`src/rtl/priority_encoder_q.sv`:
```
// Registered priority encoder with sticky pending requests and a
// valid/ready grant. Fixed priority or round-robin selection.
module priority_encoder_q #(
  parameter int WIDTH  = 8,
  parameter int CODE_W = 3,
  parameter bit RR     = 1'b0
) (
  input  logic              clk,
  input  logic              reset,
  input  logic [WIDTH-1:0]  data,
  input  logic [WIDTH-1:0]  mask,
  input  logic              ready,
  output logic [CODE_W-1:0] code,
  output logic              valid,
  output logic [WIDTH-1:0]  pending,
  output logic              dup
);

  logic              accept;
  logic [WIDTH-1:0]  clr;
  logic [WIDTH-1:0]  kept;
  logic [WIDTH-1:0]  pend_nx;
  logic [WIDTH-1:0]  elig;
  logic [CODE_W-1:0] sel;
  logic [CODE_W-1:0] ptr;
  logic [CODE_W-1:0] idx;

  assign accept  = valid & ready;
  assign clr     = accept ? (WIDTH'(1) << code) : '0;
  assign kept    = pending & ~clr;
  assign pend_nx = kept | data;
  assign elig    = pend_nx & mask;

  // Scan from the far end so the last hit is the highest-priority one.
  always_comb begin
    sel = '0;
    idx = '0;
    if (RR) begin
      for (int k = WIDTH; k >= 1; k--) begin
        idx = ptr + CODE_W'(k);
        if (elig[idx]) sel = idx;
      end
    end else begin
      for (int i = WIDTH - 1; i >= 0; i--) begin
        if (elig[i]) sel = CODE_W'(i);
      end
    end
  end

  always_ff @(posedge clk) begin
    if (reset) begin
      pending <= '0;
      code    <= '0;
      valid   <= 1'b0;
      dup     <= 1'b0;
      ptr     <= CODE_W'(WIDTH - 1);
    end else begin
      pending <= pend_nx;
      if (|(data & kept)) dup <= 1'b1;
      if (accept) ptr <= code;
      if (!(valid && !ready)) begin
        valid <= |elig;
        code  <= (|elig) ? sel : '0;
      end
    end
  end

endmodule

```
`config.mk`:
```
export PLATFORM = sky130hd
export DESIGN_NAME = priority_encoder_q
export DESIGN_NICKNAME = d
export VERILOG_FILES = /design/src/rtl/priority_encoder_q.sv
export SDC_FILE = /design/constraint.sdc
export NUM_CORES = 1
export LEC_CHECK = 0
export BUFFER_PORTS_ARGS = -buffer_cell sky130_fd_sc_hd__buf_2
export CORE_ASPECT_RATIO = 0.9
export CORE_MARGIN = 2
export CORE_UTILIZATION = 49
export CTS_CLUSTER_DIAMETER = 30
export DETAILED_ROUTE_END_ITERATION = 12
export PLACE_DENSITY = 0.8
export SLEW_MARGIN = 10
export SYNTH_ARGS = -nofsm -noshare
export SYNTH_HDL_FRONTEND = slang
export SYNTH_SLANG_ARGS = --single-unit
export TNS_END_PERCENT = 50
```
`constraint.sdc`:
```
create_clock -name clk -period 3 [get_ports clk]
set_clock_uncertainty 0.05 [all_clocks]
set_input_delay 0.45 -clock clk [delete_from_list [all_inputs] [get_ports clk]]
set_output_delay 0.45 -clock clk [all_outputs]
set_load 0.05 [all_outputs]
```
==> out/qor.csv <==
stage,metric,value,unit
placed_design,pre-CTS WS,1.05,ns
sta,fin crit share,0.667,
clocking,Bufs on Longest Clock Path,2,
sta,Worst Tran Pin Value,0.518,ns
clocking,worst skew pair latency,0.28,ns
yosys,syn_nets,112,
outcome,status,"complete, no violations",
global_route,grt total ovfl,0,
clocking,CTS Buf Count,3,
finish,Total Nets Final,145,
placed_design,port buffer count,31,
power_and_ir_drop,combinational power share,0.304,
placed_design,GPL Wtd Cong,0.840,
drt,Remaining DRCs,0,
clocking,clock sinks,13,
yosys,mux contribution to synthesized area,0.0130,
sta,final setup vio count,0,
yosys,Seq cells post-synth,13,
power_and_ir_drop,clock network power share,0.250,
drt,drt pass-1 iters,4,
yosys,simple-gate share of the synthesized area,0.213,
yosys,top-count cell post-synth,dfxtp_1,
yosys,Post-Syn Area,771,um2
yosys,Async SR Flop Fraction,0,
floorplan,Placeable Area,0.00146,mm2
yosys,syn_area_per_cell,8.29,um2
clocking,# H-tree levels,1,
floorplan,die height,41.6,um
yosys,Compound-Gate Fraction of Synth Area,0.381,
power_and_ir_drop,Peak VDD IR,0.282,mV
clocking,clk slew on worst S/H paths,0.09,ns
finish,area delta synth->final,23.4,%
yosys,share of Yosys cell area claimed by the top area cell type,0.338,
setup_path,CP Class,flop to flop,
setup_path,CP Data Required Time,3.11,ns
power_and_ir_drop,Tot Pwr,456,uW
clocking,clk root buf,clkbuf_4,
sta,FMAX,0.500,GHz
yosys,main area contributors after synthesis,"dfxtp_1, a21oi_1, o21ai_0, o21a_1, or3_1",
floorplan,FP Rows,13,
finish,diode count,0,
floorplan,DIE WIDTH,45.8,um
drt,per-cell routed wire length,14.3,um
drt,DRT iter0 DRCs,49,
sta,fin crit period,2.00,ns
yosys,"top cells by count, synth","dfxtp_1, a21oi_1, o21ai_0",
power_and_ir_drop,leak pwr,0.000410,uW
global_route,first-pass GRT wire length,3210,um
floorplan,IO Count,32,
drt,vias per std cell,6.06,
setup_path,CP arrival,2.11,ns
power_and_ir_drop,NetSw,171,uW
yosys,Post-synth EDFFs,0,
yosys,Post-Synth XOR/XNOR Area,0,
sta,Final Hold Fails,0,
setup_path,crit end category,flop,
clocking,CTS tree,built,
yosys,adder-cell share of the synthesized area,0,
yosys,"area leader, netlist",dfxtp_1,
sta,relative slew slack,0.654,
setup_path,critical path launch point type,flop,
floorplan,area of the die,0.00191,mm2
yosys,largest family of logic cells by synthesized area,compound AO/OA/AOI/OAI gates,
power_and_ir_drop,P per Cell Area,480,mW/mm2
global_route,vias in the first global route,775,
clocking,# Post-CTS Setup Buffers,0,
placed_design,Detailed Place HPWL,1500,um
yosys,"Top FF cell, synth",dfxtp_1,
job,max_cap viols,0,
drt,via count,849,
clocking,hold_buf cts,0,
min_path,worst min path class,primary input to flop,
drt,Final ANT Viol Nets,0,
global_route,GR Util All Layers,0.224,
yosys,sequential share of the synthesized area,0.338,
power_and_ir_drop,switching share of power,0.375,
power_and_ir_drop,Int Power,285,uW
global_route,initial antenna violation count,0,
finish,layout cell share with drive strength beyond 1,0.312,
drt,final WL,2000,um
sta,max-slew violations,0,
yosys,Yosys cell types,39,
setup_path,worst-path maximum fanout,11,
global_route,largest net degree at the start of global routing,15,
sta,Setup TNS,0,ns
sta,RSZ-0062 raised after global routing,no,
floorplan,Initial Util,0.526,
sta,setup ws final,0.998,ns
yosys,Synth warnings,0,
finish,fillers,137,
power_and_ir_drop,Flop pwr share,0.446,
clocking,post_cts resized,0,
yosys,Syn Inst Count,93,
registers in the layout, indices dropped and copies added (netlist names):
register  flops
pending       8
code          3
dup           1
valid         1
metal layers:
metal | part of all wire | vias to the layer above | track usage
met5 | 0 | - | 0
met4 | 0.0090 | 0 | 0.0743
met3 | 0.078 | 4 | 0.0435
met2 | 0.45 | 42 | 0.335
met1 | 0.46 | 380 | 0.319
li1 | - | 423 | -
worst max-delay path, cell delays in order, from the launching register on:
cell and delay, ns:
dfxtp_1 0.53, nand4b_1 0.31, o31ai_1 0.45, o21a_1 0.22
nor3b_1 0.22, a31oi_1 0.11
power groups by stage:
stage / combinational (uW) / sequential (uW) / clock [uW]
6_report: 139 / 203 / 114
5_1_grt: 149 / 206 / 127
4_1_cts: 138 / 203 / 112
3_5_place_dp: 138 / 207 / 0
3_3_place_gp: 136 / 206 / 0
2_1_floorplan: 60.3 / 246 / 0
final cells by class:
cell class                 instances  area [um2]  area share
tap                               15        18.8      0.0197
clock buffer                       4        26.3      0.0276
multi-input combinational         71         468       0.492
timing repair buffer              31         155       0.163
inverter                           6        22.5      0.0237
sequential                        13         260       0.274
cells by family after synthesis:
logic type             after synthesis
AOI/OAI and AO/OA                   42
buffers and inverters                9
DFF                                 13
and+or+nand+nor                     28
muxes                                1
metrics by stage:
stage          area (um2)  hold slack [ns]  instances   util
2_1_floorplan         771            0.472         93      -
3_3_place_gp          925            0.452        136  0.632
3_5_place_dp          925            0.454        136  0.632
4_1_cts               951            0.366        140  0.650
5_1_grt               951            0.376        140  0.650
6_report              951            0.361        140  0.650
placed cells by master, fill, tap and decap left out, types with 2 or more instances in the layout:
master,count
nor2b_1,2
a31oi_1,2
or3_1,4
clkbuf_4,3
nor2_1,6
a21oi_1,9
o21ai_0,8
nor3_1,2
nand2_1,4
o31ai_1,3
inv_1,5
o211ai_1,3
o21a_1,4
nand3_1,3
buf_2,31
dfxtp_1,13
worst paths after layout:
check                                 from         end  slack [ns]  cells past startpoint
worst max-delay path               code[0]       valid         1.0                      5
worst min-delay path               data[0]  pending[0]        0.36                      3
worst max register to register     code[0]       valid         1.0                      5
worst min register to register  pending[1]  pending[1]        0.47                      2
No activity file was read; power rests on OpenSTA's default activity.
